$ cat src/rtl/nos_dac_transmitter.sv
// Parallel-to-serial transmitter for the NOS DAC interface: one-pair skid register, MSB-first shift, divided bck.
// Optional build macro NOS_TX_MUTE_EN adds a mute input that zeroes words at load time.
module nos_dac_transmitter #(
  parameter int WIDTH   = 32,
  parameter int BCK_DIV = 2
) (
  input  logic             clk,
  input  logic             rst,
`ifdef NOS_TX_MUTE_EN
  input  logic             mute,
`endif
  input  logic             s_valid,
  output logic             s_ready,
  input  logic [WIDTH-1:0] s_data_l,
  input  logic [WIDTH-1:0] s_data_r,
  output logic             bck,
  output logic             data_l,
  output logic             data_r,
  output logic             le,
  output logic             busy
);

  localparam int CW = (WIDTH > 1) ? $clog2(WIDTH) : 1;
  localparam int DW = (BCK_DIV > 1) ? $clog2(BCK_DIV) : 1;

  localparam logic [1:0] ST_IDLE  = 2'd0;
  localparam logic [1:0] ST_LOAD  = 2'd1;
  localparam logic [1:0] ST_SHIFT = 2'd2;

  localparam logic [CW-1:0] BIT_LAST = CW'(WIDTH - 1);
  localparam logic [DW-1:0] DIV_LAST = DW'(BCK_DIV - 1);

  logic [1:0]       state;
  logic [1:0]       state_next;
  logic             hold_full;
  logic             hold_full_next;
  logic [WIDTH-1:0] hold_l;
  logic [WIDTH-1:0] hold_r;
  logic [WIDTH-1:0] sh_l;
  logic [WIDTH-1:0] sh_r;
  logic [CW-1:0]    bit_cnt;
  logic [DW-1:0]    div_cnt;
  logic             mute_s;
  logic             div_tc;
  logic             bck_fall;
  logic             word_end;
  logic             load;
  logic             accept;

`ifdef NOS_TX_MUTE_EN
  assign mute_s = mute;
`else
  assign mute_s = 1'b0;
`endif

  assign data_l   = sh_l[WIDTH-1];
  assign data_r   = sh_r[WIDTH-1];
  assign div_tc   = (div_cnt == DIV_LAST);
  assign bck_fall = (state == ST_SHIFT) && div_tc && bck;
  assign word_end = bck_fall && (bit_cnt == {CW{1'b0}});
  // A word end with a full hold register reloads on the same edge, keeping bck continuous.
  assign load     = (state == ST_LOAD) || (word_end && hold_full);
  assign accept   = s_valid && s_ready;

  // Next-state selection for the transmit FSM.
  always_comb begin
    state_next = state;
    case (state)
      ST_IDLE: begin
        if (hold_full) begin
          state_next = ST_LOAD;
        end else begin
          state_next = ST_IDLE;
        end
      end
      ST_LOAD:  state_next = ST_SHIFT;
      ST_SHIFT: begin
        if (word_end && !hold_full) begin
          state_next = ST_IDLE;
        end else begin
          state_next = ST_SHIFT;
        end
      end
      default:  state_next = ST_IDLE;
    endcase
  end

  // Hold occupancy: a new accept always lands after any same-edge reload has taken the old contents.
  always_comb begin
    hold_full_next = hold_full;
    if (accept) begin
      hold_full_next = 1'b1;
    end else if (load) begin
      hold_full_next = 1'b0;
    end else begin
      hold_full_next = hold_full;
    end
  end

  // Handshake, hold register, divider, shifter and serial outputs.
  always_ff @(posedge clk) begin
    if (rst) begin
      state     <= ST_IDLE;
      hold_full <= 1'b0;
      s_ready   <= 1'b0;
      busy      <= 1'b0;
      hold_l    <= {WIDTH{1'b0}};
      hold_r    <= {WIDTH{1'b0}};
      sh_l      <= {WIDTH{1'b0}};
      sh_r      <= {WIDTH{1'b0}};
      bit_cnt   <= {CW{1'b0}};
      div_cnt   <= {DW{1'b0}};
      bck       <= 1'b0;
      le        <= 1'b0;
    end else begin
      state     <= state_next;
      busy      <= (state_next != ST_IDLE);
      hold_full <= hold_full_next;
      s_ready   <= !hold_full_next;
      if (accept) begin
        hold_l <= s_data_l;
        hold_r <= s_data_r;
      end
      if (load) begin
        sh_l    <= mute_s ? {WIDTH{1'b0}} : hold_l;
        sh_r    <= mute_s ? {WIDTH{1'b0}} : hold_r;
        bit_cnt <= BIT_LAST;
        div_cnt <= {DW{1'b0}};
        bck     <= 1'b0;
        le      <= (WIDTH == 1);
      end else if (state == ST_SHIFT) begin
        if (div_tc) begin
          div_cnt <= {DW{1'b0}};
          bck     <= !bck;
          if (bck) begin
            if (word_end) begin
              sh_l <= {WIDTH{1'b0}};
              sh_r <= {WIDTH{1'b0}};
              le   <= 1'b0;
            end else begin
              bit_cnt <= bit_cnt - CW'(1);
              sh_l    <= sh_l << 1;
              sh_r    <= sh_r << 1;
              le      <= (bit_cnt == CW'(1));
            end
          end
        end else begin
          div_cnt <= div_cnt + DW'(1);
        end
      end
    end
  end

endmodule
$ cat config.mk
export PLATFORM = sky130hd
export DESIGN_NAME = nos_dac_transmitter
export DESIGN_NICKNAME = d
export VERILOG_FILES = /design/src/rtl/nos_dac_transmitter.sv
export SDC_FILE = /design/constraint.sdc
export NUM_CORES = 1
export LEC_CHECK = 0
export ABC_AREA = 1
export CAP_MARGIN = 20
export CELL_PAD_IN_SITES_DETAIL_PLACEMENT = 1
export CELL_PAD_IN_SITES_GLOBAL_PLACEMENT = 2
export CORE_ASPECT_RATIO = 0.9
export CORE_UTILIZATION = 30
export CTS_BUF_LIST = sky130_fd_sc_hd__clkbuf_8 sky130_fd_sc_hd__clkbuf_16
export DETAILED_ROUTE_END_ITERATION = 8
export PLACE_DENSITY_LB_ADDON = 0.1
export SYNTH_ARGS = -nofsm -noshare
export SYNTH_HDL_FRONTEND = slang
export SYNTH_SLANG_ARGS = --single-unit
$ cat constraint.sdc
create_clock -name clk -period 2.01 [get_ports clk]
set_input_delay 0.402 -clock clk [delete_from_list [all_inputs] [get_ports clk]]
set_output_delay 0.402 -clock clk [all_outputs]
set_load 0.05 [all_outputs]
* Word-level counts from Yosys, hierarchy flattened
Index checks and enable logic that the tools add are counted.
** Storage, ports and cells
- Flip-flop bits (word level) :: 141
- Input bits :: 67
- Output and inout port bits :: 6
- Word-level logic and storage cells :: 61
** Operators by class
- Add/subtract/negate cells :: 2
- Equal/unequal tests :: 4
- Multiplexer cells :: 22
- Reductions and logical operators :: 21
** Operators with widths (count)
- 2-to-1 mux 32 bit :: 10
- 2-to-1 mux 5 bit :: 5
- nonzero test 2 bit :: 4
- logical AND 1 bit :: 6
- case mux 2 bit (3 select lines) :: 1
- AND reduction 3 bit :: 2
- == test 5 x 1 -> 1 bit, second input constant :: 1
- logical NOT 5 bit :: 1
- 2-to-1 mux 1 bit :: 5
- subtractor 5 x 1 -> 5 bit, second input constant :: 1
- AND reduction 4 bit :: 1
- logical NOT 1 bit :: 3
- == test 2 x 1 -> 1 bit, second input constant :: 1
- == test 2 bit, second input constant :: 1
- logical NOT 2 bit :: 1
- 2-to-1 mux 2 bit :: 1
- inequality test 2 x 1 -> 1 bit, second input constant :: 1
- AND reduction 2 bit :: 1
- OR reduction 2 bit :: 1
- adder 1 bit, second input constant :: 1
- logical OR 1 bit :: 1

* Longest topological paths before layout
Gate-level depths: netlist of run 1.
- Word-level depth :: 9
- Gate-level depth with buffers :: 12
- Depth with buffers taken out :: 10

* Worst setup path after synthesis of run 1
OpenSTA, ideal clock, no wires.
- Path kind :: register to register
- Start :: register bck
- End :: register sh_l[31]
- Library setup time :: 0.128 ns
- Arrival time :: 1.599 ns
- Data required time :: 1.882 ns
- Slack :: 0.283 ns
- Stages on the path, launching flop included :: 11
- Buffers on the path :: 1
- Clock period less this slack :: 1.727 ns
- Cell sequence :: dfxtp_1 > nand2_1 > inv_1 > nand2_4 > nor2_4 > nand2_2 > nand3_2 > buf_2 > nor2_1 > nor2_1 > nor2_1
** Between the ends
- Word-level cells in the longest chain between the ends :: 7
- Elaborated cells on any way between the ends :: 13
- Classes of those cells :: mux (5); reduce/logical (8)
** Ends and longest elaborated chain
- from (decl) :: line 16 : output logic bck,
- from (signal assigned) :: line 134 : bck <= !bck;
- logical AND 1 bit :: line 59 : assign bck_fall = (state == ST_SHIFT) && div_tc && bck;
- logical AND 1 bit :: line 60 : assign word_end = bck_fall && (bit_cnt == {CW{1'b0}});
- 2-to-1 mux 32 bit :: line 136 : if (word_end) begin
- 2-to-1 mux 32 bit :: line 135 : if (bck) begin
- 2-to-1 mux 32 bit :: line 132 : if (div_tc) begin
- 2-to-1 mux 32 bit :: line 131 : end else if (state == ST_SHIFT) begin
- 2-to-1 mux 32 bit :: line 124 : if (load) begin
- to (signal assigned) :: line 125 : sh_l <= mute_s ? {WIDTH{1'b0}} : hold_l;
- to (signal assigned) :: line 137 : sh_l <= {WIDTH{1'b0}};
- to (signal assigned) :: line 142 : sh_l <= sh_l << 1;
- to (decl) :: line 39 : logic [WIDTH-1:0] sh_l;
Several ways; a longest one is shown, not always the timed one. The select of a mux whose other input is x is not followed.
A chain may end at the register's enable or synchronous reset.

* Worst setup path after layout of run 1
- Start :: register s_ready
- End :: output s_ready
** RTL lines
- from (decl) :: line 13 : output logic s_ready,
- from (signal assigned) :: line 119 : s_ready <= !hold_full_next;
No word-level cell between the ends.

==> impl_metrics.ini, run 1 <==
[setup_path]
cp_delay_by_family_top = buffers and inverters
count_of_cell_instances_traversed_by_the_critical_path = 1
critical-path-max-stage-delay_ns = 0.55
worstPathRequired_ns = 1.61
crit_chain = dlygate4sd2_1
start_kind = flop
cp-startpoint = s_ready
cp-endpoint = s_ready
critPathKind = reg2out
worst_r2r_path_depth = 11
rrSetupSlack_ns = 0.26
setup.worst_path.end_class = output port
regToRegStartpoint = bit_cnt[0]
crit_fanout = 2
cp_num_buf_inv = 1
crit-reg2reg-capture = sh_l[18]
arrival_ns = 1.35
critical-path-slowest-cell = sky130_fd_sc_hd__dlygate4sd2_1

[routing]
route.vias.total = 5372
detail_route.wl_per_cell_um = 12.5
viasPerCell = 4.45
postRouteAntennaNets = 0
detail_route.iter0.violations = 153
drc = 0
drt_wl_total_um = 15100
drtPass1Iterations = 4

[status]
run_status = completed

[power]
p_int_w = 0.00556
vdd_drop_max_mv = 0.532
powerDensity_mw_per_mm2 = 942
power_switching_w = 0.00156
share_comb_of_total_power_pct = 8.0
power.share.switching_pct = 21.9
power.leakage_nw = 3.20
part_of_the_total_power_dissipated_in_sequential_elements_pct = 42.1
p_clk_share_pct = 49.9

[layout]
filler_cell_count = 2410
area_taken_by_multi_input_logic_gates_mm2 = 0.00255
final-seq-area_mm2 = 0.00282
synthToLayoutAreaGrowth_pct = 28.7
instances_no_fill = 1208
antenna-diode-count = 0
nets = 1016
final_layout_size_suffix_gt1_share_pct = 6.68

[sta]
fin_ws_ns = 0.259
max-slew-margin-rel_pct = 42.8
post_route_clock_skew_ns = 0.0112
timing.final.crit_share_pct = 87.1
fmax_mhz = 571
final_max_slew_viol_count = 0
setup_repair_after_global_routing_missed_its_margin = no
worst_slew_pin_slew_ns = 0.858
timing.setup.tns_ns = 0
timing.final.hold_violations = 0
finalCriticalPeriod_ns = 1.75
finalSetupViolations = 0

[floorplanning]
top_level_ports = 73
core_region_area_mm2 = 0.0192
die_width_um = 149
rows = 48
fp.dieH_um = 135
fp.dieArea_mm2 = 0.0201
initial_util_pct = 30.6

[cts]
tritoncts = yes
cts.reportedPaths.clkPinSlew_ns = 0.05
cts_inserted_buffers = 17
cts_sinks = 141
clock_path_buffers = 2
clock_latency_on_the_worst_skew_pair_ns = 0.42
cts_htree_levels = 4
root_buffer = sky130_fd_sc_hd__clkbuf_16
cts.hold.buffers_added = 0

[synth]
xor_xnor_cell_area_share_of_the_yosys_netlist_pct = 0
post_synth_most_frequent_cells = 319 x sky130_fd_sc_hd__nor2_1, 196 x sky130_fd_sc_hd__nand2_1, 141 x sky130_fd_sc_hd__dfxtp_1, 72 x sky130_fd_sc_hd__inv_1, 69 x sky130_fd_sc_hd__o21ai_0
post_synth_inst_count = 886
yosys.cell_types.count = 22
synth_top_area_share_pct = 48.1
synth_fp_nets = 956
synth_flop_cell = sky130_fd_sc_hd__dfxtp_1
synth_top_family_by_area = simple AND/OR/NAND/NOR gates
yosys-top-cells-area = sky130_fd_sc_hd__dfxtp_1 48%, sky130_fd_sc_hd__nor2_1 20%, sky130_fd_sc_hd__nand2_1 13%
synth_top_cell_by_area = sky130_fd_sc_hd__dfxtp_1
synthArstFlopShare_pct = 0
synth_warnings = 0
synthesis.area_mm2 = 0.00586
synth_compound_gate_area_share_pct = 7.19
synthSimpleGateAreaFrac_pct = 35.5
synth-adder-area-share_pct = 0.640
yosysSeqAreaShare_pct = 48.1
post_synth_mux_area_share_pct = 0
syn-mean-instance-area_um2 = 6.62
postSynthRegisterBits = 141
dominant_cell_by_count_in_the_synthesized_netlist = sky130_fd_sc_hd__nor2_1
number_of_enable_type_register_cells_in_the_synthesized_netlist = 0

[global_route]
antenna_found_initial = 0
track_usage_pct = 16.1
grt_first_pass_wirelength_um = 25600
pin_count_of_the_biggest_net_entering_global_routing = 75
grt_pass1_vias = 5492
grt-ovfl-total = 0

[place]
place_worst_setup_slack_ns = 0.165
place_inst = 1177
hpwlAfterDp_um = 10100
numPortBuffers = 72
place_congestion = 0.706

[job]
cap_violations = 0

[hold_path]
worst_hold_path_type = reg2reg
-- layout make-up --
class | count | share of cell area (%)
Sequential cell | 141 | 37.4
Timing Repair Buffer | 89 | 12.1
Multi-Input combinational cell | 622 | 33.8
Clock buffer | 19 | 6.00
Inverter | 75 | 3.73
Clock inverter | 12 | 2.88
Tap cell | 250 | 4.14
-- registers in the layout, summed over array words and instances (netlist names) --
signal,flops
s_ready,1
busy,1
le,1
hold_full,1
bck,1
bit_cnt,5
sh_r,32
sh_l,32
hold_l,32
hold_r,32
div_cnt,1
state,2
-- power groups by stage --
stage               registers [W]  clock network [W]  logic [W]
floorplan                 0.00305                  0   0.000316
global placement          0.00305                  0   0.000566
detailed placement        0.00305                  0   0.000583
CTS                       0.00299            0.00367   0.000583
global route              0.00301            0.00379   0.000646
finish                    0.00299            0.00355   0.000571
-- cells in the final DEF (no fill, tap or decap), types with 3 or more instances in the layout --
cell type                           n
sky130_fd_sc_hd__nor2_1           319
sky130_fd_sc_hd__nand2_1          195
sky130_fd_sc_hd__dfxtp_1          141
sky130_fd_sc_hd__inv_1             72
sky130_fd_sc_hd__o21ai_0           69
sky130_fd_sc_hd__clkdlybuf4s50_1   65
sky130_fd_sc_hd__clkbuf_16         17
sky130_fd_sc_hd__buf_4             13
sky130_fd_sc_hd__a21oi_1            9
sky130_fd_sc_hd__nand3_1            7
sky130_fd_sc_hd__bufinv_16          6
sky130_fd_sc_hd__buf_12             6
sky130_fd_sc_hd__inv_2              4
sky130_fd_sc_hd__nand2_2            3
sky130_fd_sc_hd__a31oi_1            3
sky130_fd_sc_hd__nor3_1             3
sky130_fd_sc_hd__ha_1               3
sky130_fd_sc_hd__dlygate4sd2_1      3
-- routing by layer --
layer | routed length (µm) | part of all wire (%) | global-route usage (%)
met5 | 0 | 0 | 0
met4 | 194 | 1.3 | 5.78
met2 | 7190 | 48 | 27.7
met3 | 409 | 2.7 | 3.55
met1 | 7330 | 48 | 19.7
-- worst min path at each step --
stage | from | endpoint | slack (ns) | depth (start not counted)
2_1_floorplan | bit_cnt[4] | bit_cnt[4] | 0.44 | 2
3_3_place_gp | bit_cnt[4] | bit_cnt[4] | 0.45 | 2
3_5_place_dp | hold_r[0] | sh_r[0] | 0.46 | 2
4_1_cts | hold_l[0] | sh_l[0] | 0.47 | 2
5_1_grt | bit_cnt[4] | bit_cnt[4] | 0.51 | 2
6_report | hold_l[0] | sh_l[0] | 0.47 | 2
-- worst register-to-register path, stage by stage, from the launching register on --
cell and delay, ns:
sky130_fd_sc_hd__dfxtp_1 0.32, sky130_fd_sc_hd__inv_1 0.14, sky130_fd_sc_hd__ha_1 0.19, sky130_fd_sc_hd__nand3_2 0.11, sky130_fd_sc_hd__nor2_4 0.13, sky130_fd_sc_hd__nand2_2 0.11
sky130_fd_sc_hd__nand2_8 0.16, sky130_fd_sc_hd__buf_4 0.24, sky130_fd_sc_hd__nand2_1 0.09, sky130_fd_sc_hd__nand2_1 0.08, sky130_fd_sc_hd__nor2_1 0.04, sky130_fd_sc_hd__nor2_1 0.07
-- cell families after synthesis --
group | after synthesis
compound gates | 83
fa+ha+maj | 3
buf+inv | 123
flops | 141
simple gates | 536
-- stage by stage --
step	hold slack [ns]	instance area, µm²	utilization, %	total power (W)
finish	0.470	7550	39.4	0.00711
global placement	0.452	6870	35.9	0.00362
global route	0.508	7550	39.4	0.00744
detailed placement	0.463	6870	35.9	0.00364
floorplan	0.439	5860	-	0.00336
CTS	0.474	7540	39.3	0.00725
-- timing repair --
item | 4_1_cts | 5_1_grt
resized for setup | 3 | 2
buffers inserted | 0 | 0
setup endpoints to repair | 3 | 2
No activity file was read; power rests on OpenSTA's default activity.
==> inputs of run 2 (changes only) <==
==> constraint.sdc (replaced) <==
create_clock -name clk -period 1.97 [get_ports clk]
set_input_delay 0.394 -clock clk [delete_from_list [all_inputs] [get_ports clk]]
set_output_delay 0.394 -clock clk [all_outputs]
set_load 0.05 [all_outputs]
==> impl_metrics.ini, run 2 (synthesized netlist as in run 1, its figures left out) <==
[status]
run_status = completed

[layout]
mostFrequentLayoutCells = 319 x sky130_fd_sc_hd__nor2_1, 195 x sky130_fd_sc_hd__nand2_1, 141 x sky130_fd_sc_hd__dfxtp_1
mostFrequentLayoutCell = sky130_fd_sc_hd__nor2_1
synthToLayoutAreaGrowth_pct = 28.5
core_util_final_pct = 39.3
antenna-diode-count = 0
nets = 1016
final_layout_size_suffix_gt1_share_pct = 6.88

[global_route]
antenna_found_initial = 0
grt_first_pass_wirelength_um = 26400
track_usage_pct = 16.6
grt-ovfl-total = 0
grt_pass1_vias = 5529
pin_count_of_the_biggest_net_entering_global_routing = 75

[sta]
worst_slew_pin_slew_ns = 0.499
timing.final.crit_share_pct = 89.8
final_max_slew_viol_count = 0
finalSetupViolations = 0
timing.setup.tns_ns = 0
finalCriticalPeriod_ns = 1.77
setup_repair_after_global_routing_missed_its_margin = no
fin_worst_hold_slack_ns = 0.458
timing.final.hold_violations = 0
fin_ws_ns = 0.201
post_route_clock_skew_ns = 0.00840
fmax_mhz = 565
max-slew-margin-rel_pct = 66.9

[cts]
clock_path_buffers = 2
root_buffer = sky130_fd_sc_hd__clkbuf_16
cts.hold.buffers_added = 0
cts_inserted_buffers = 17
cts.reportedPaths.clkPinSlew_ns = 0.06
tritoncts = yes
cts_htree_levels = 4
cts_sinks = 141
cts_setup_buffers = 0
clock_latency_on_the_worst_skew_pair_ns = 0.42

[job]
cap_violations = 0

[setup_path]
critPathKind = reg2reg
crit-reg2reg-capture = sh_r[9]
regToRegStartpoint = bit_cnt[0]
worstPathRequired_ns = 2.27
worst_r2r_path_depth = 10
start_kind = flop
cp-startpoint = bit_cnt[0]
arrival_ns = 2.07
crit_fanout = 16
setup.worst_path.end_class = flop
rrSetupSlack_ns = 0.20

[routing]
drtPass1Iterations = 4
drt_wl_total_um = 15600
drc = 0
route.vias.total = 5396
viasPerCell = 4.46
detail_route.wl_per_cell_um = 12.9
detail_route.iter0.violations = 126
postRouteAntennaNets = 0

[power]
share_comb_of_total_power_pct = 8.2
power.leakage_nw = 3.19
part_of_the_total_power_dissipated_in_sequential_elements_pct = 42.6
p_int_w = 0.00555
power_switching_w = 0.00162
power.share.switching_pct = 22.6
vdd_drop_max_mv = 0.479
powerDensity_mw_per_mm2 = 951
p_clk_share_pct = 49.2

[place]
numPortBuffers = 72
place_congestion = 0.761
place_worst_setup_slack_ns = 0.194
hpwlAfterDp_um = 10400

[floorplanning]
die_width_um = 149
core_region_area_mm2 = 0.0192
fp.dieArea_mm2 = 0.0201
fp.dieH_um = 135
top_level_ports = 73
rows = 48
initial_util_pct = 30.6

[hold_path]
timing.hold.worst_endpoint = hold_r[26]
worst_hold_path_type = in2reg
worst_hold_path.num_cells = 4
min-delay-start = rst
## run 2: cell types whose count changed in the layout (fill, tap and decap cells not counted), sizes merged
cell	previous run	this run
clkinv	3	6
buf	20	21
bufinv	6	5
clkinvlp	2	1
dlymetal6s2s	1	0
## run 2: worst max path at each step
stage / endpoint
global route: sh_r[13]
global placement: hold_l[30]
detailed placement: sh_r[20]
finish: sh_r[9]
floorplan: sh_l[31]
CTS: sh_r[9]
## run 2: power by group through the flow
| stage | clock network [W] | logic, W | registers, W |
|---|---|---|---|
| after detailed placement | 0 | 0.000601 | 0.00312 |
| after global placement | 0 | 0.000585 | 0.00312 |
| after global routing | 0.00377 | 0.000665 | 0.00307 |
| after floorplan | 0 | 0.000323 | 0.00311 |
| final | 0.00352 | 0.000590 | 0.00305 |
| after CTS | 0.00365 | 0.000603 | 0.00306 |
## run 2: critical path, stage by stage (launching register included)
cell	delay, ns
sky130_fd_sc_hd__dfxtp_1	0.33
sky130_fd_sc_hd__inv_1	0.15
sky130_fd_sc_hd__ha_1	0.19
sky130_fd_sc_hd__nand3_2	0.12
sky130_fd_sc_hd__nor2_4	0.13
sky130_fd_sc_hd__nand2_2	0.09
sky130_fd_sc_hd__nand3_2	0.14
sky130_fd_sc_hd__buf_4	0.26
sky130_fd_sc_hd__nor2_1	0.07
sky130_fd_sc_hd__nor2_1	0.12
sky130_fd_sc_hd__nor2_1	0.05
## run 2: final cells by class
class,instances,area (µm²)
Clock inverter,13,195
Tap cell,250,313
Timing Repair Buffer,89,932
Multi-Input combinational cell,622,2540
Clock buffer,19,453
Fill cell,2353,11600
Sequential cell,141,2820
Inverter,75,282
## run 2: routing by layer
| metal | vias to the layer above | routed length, µm | global-route usage [%] | part of all wire (%) |
|---|---|---|---|---|
| met3 | 14 | 436 | 3.48 | 2.8 |
| met2 | 62 | 7350 | 28.8 | 47 |
| met4 | 0 | 186 | 4.99 | 1.2 |
| met1 | 2531 | 7640 | 20.6 | 49 |
| li1 | 2789 | - | - | - |
| met5 | - | 0 | 0 | 0 |
## run 2: through the flow
step                      instance area [µm²]  total power, W  instances
after detailed placement                 6890         0.00372       1177
after global placement                   6890         0.00370       1177
final                                    7540         0.00717       1209
after CTS                                7540         0.00731       1209
after floorplan                          5860         0.00343        886
after global routing                     7540         0.00750       1209
## run 2: repair_timing
action / in CTS / in global routing
hold endpoints to repair: 0 / 0
setup endpoints to repair: 3 / 0
resized for setup: 3 / 0
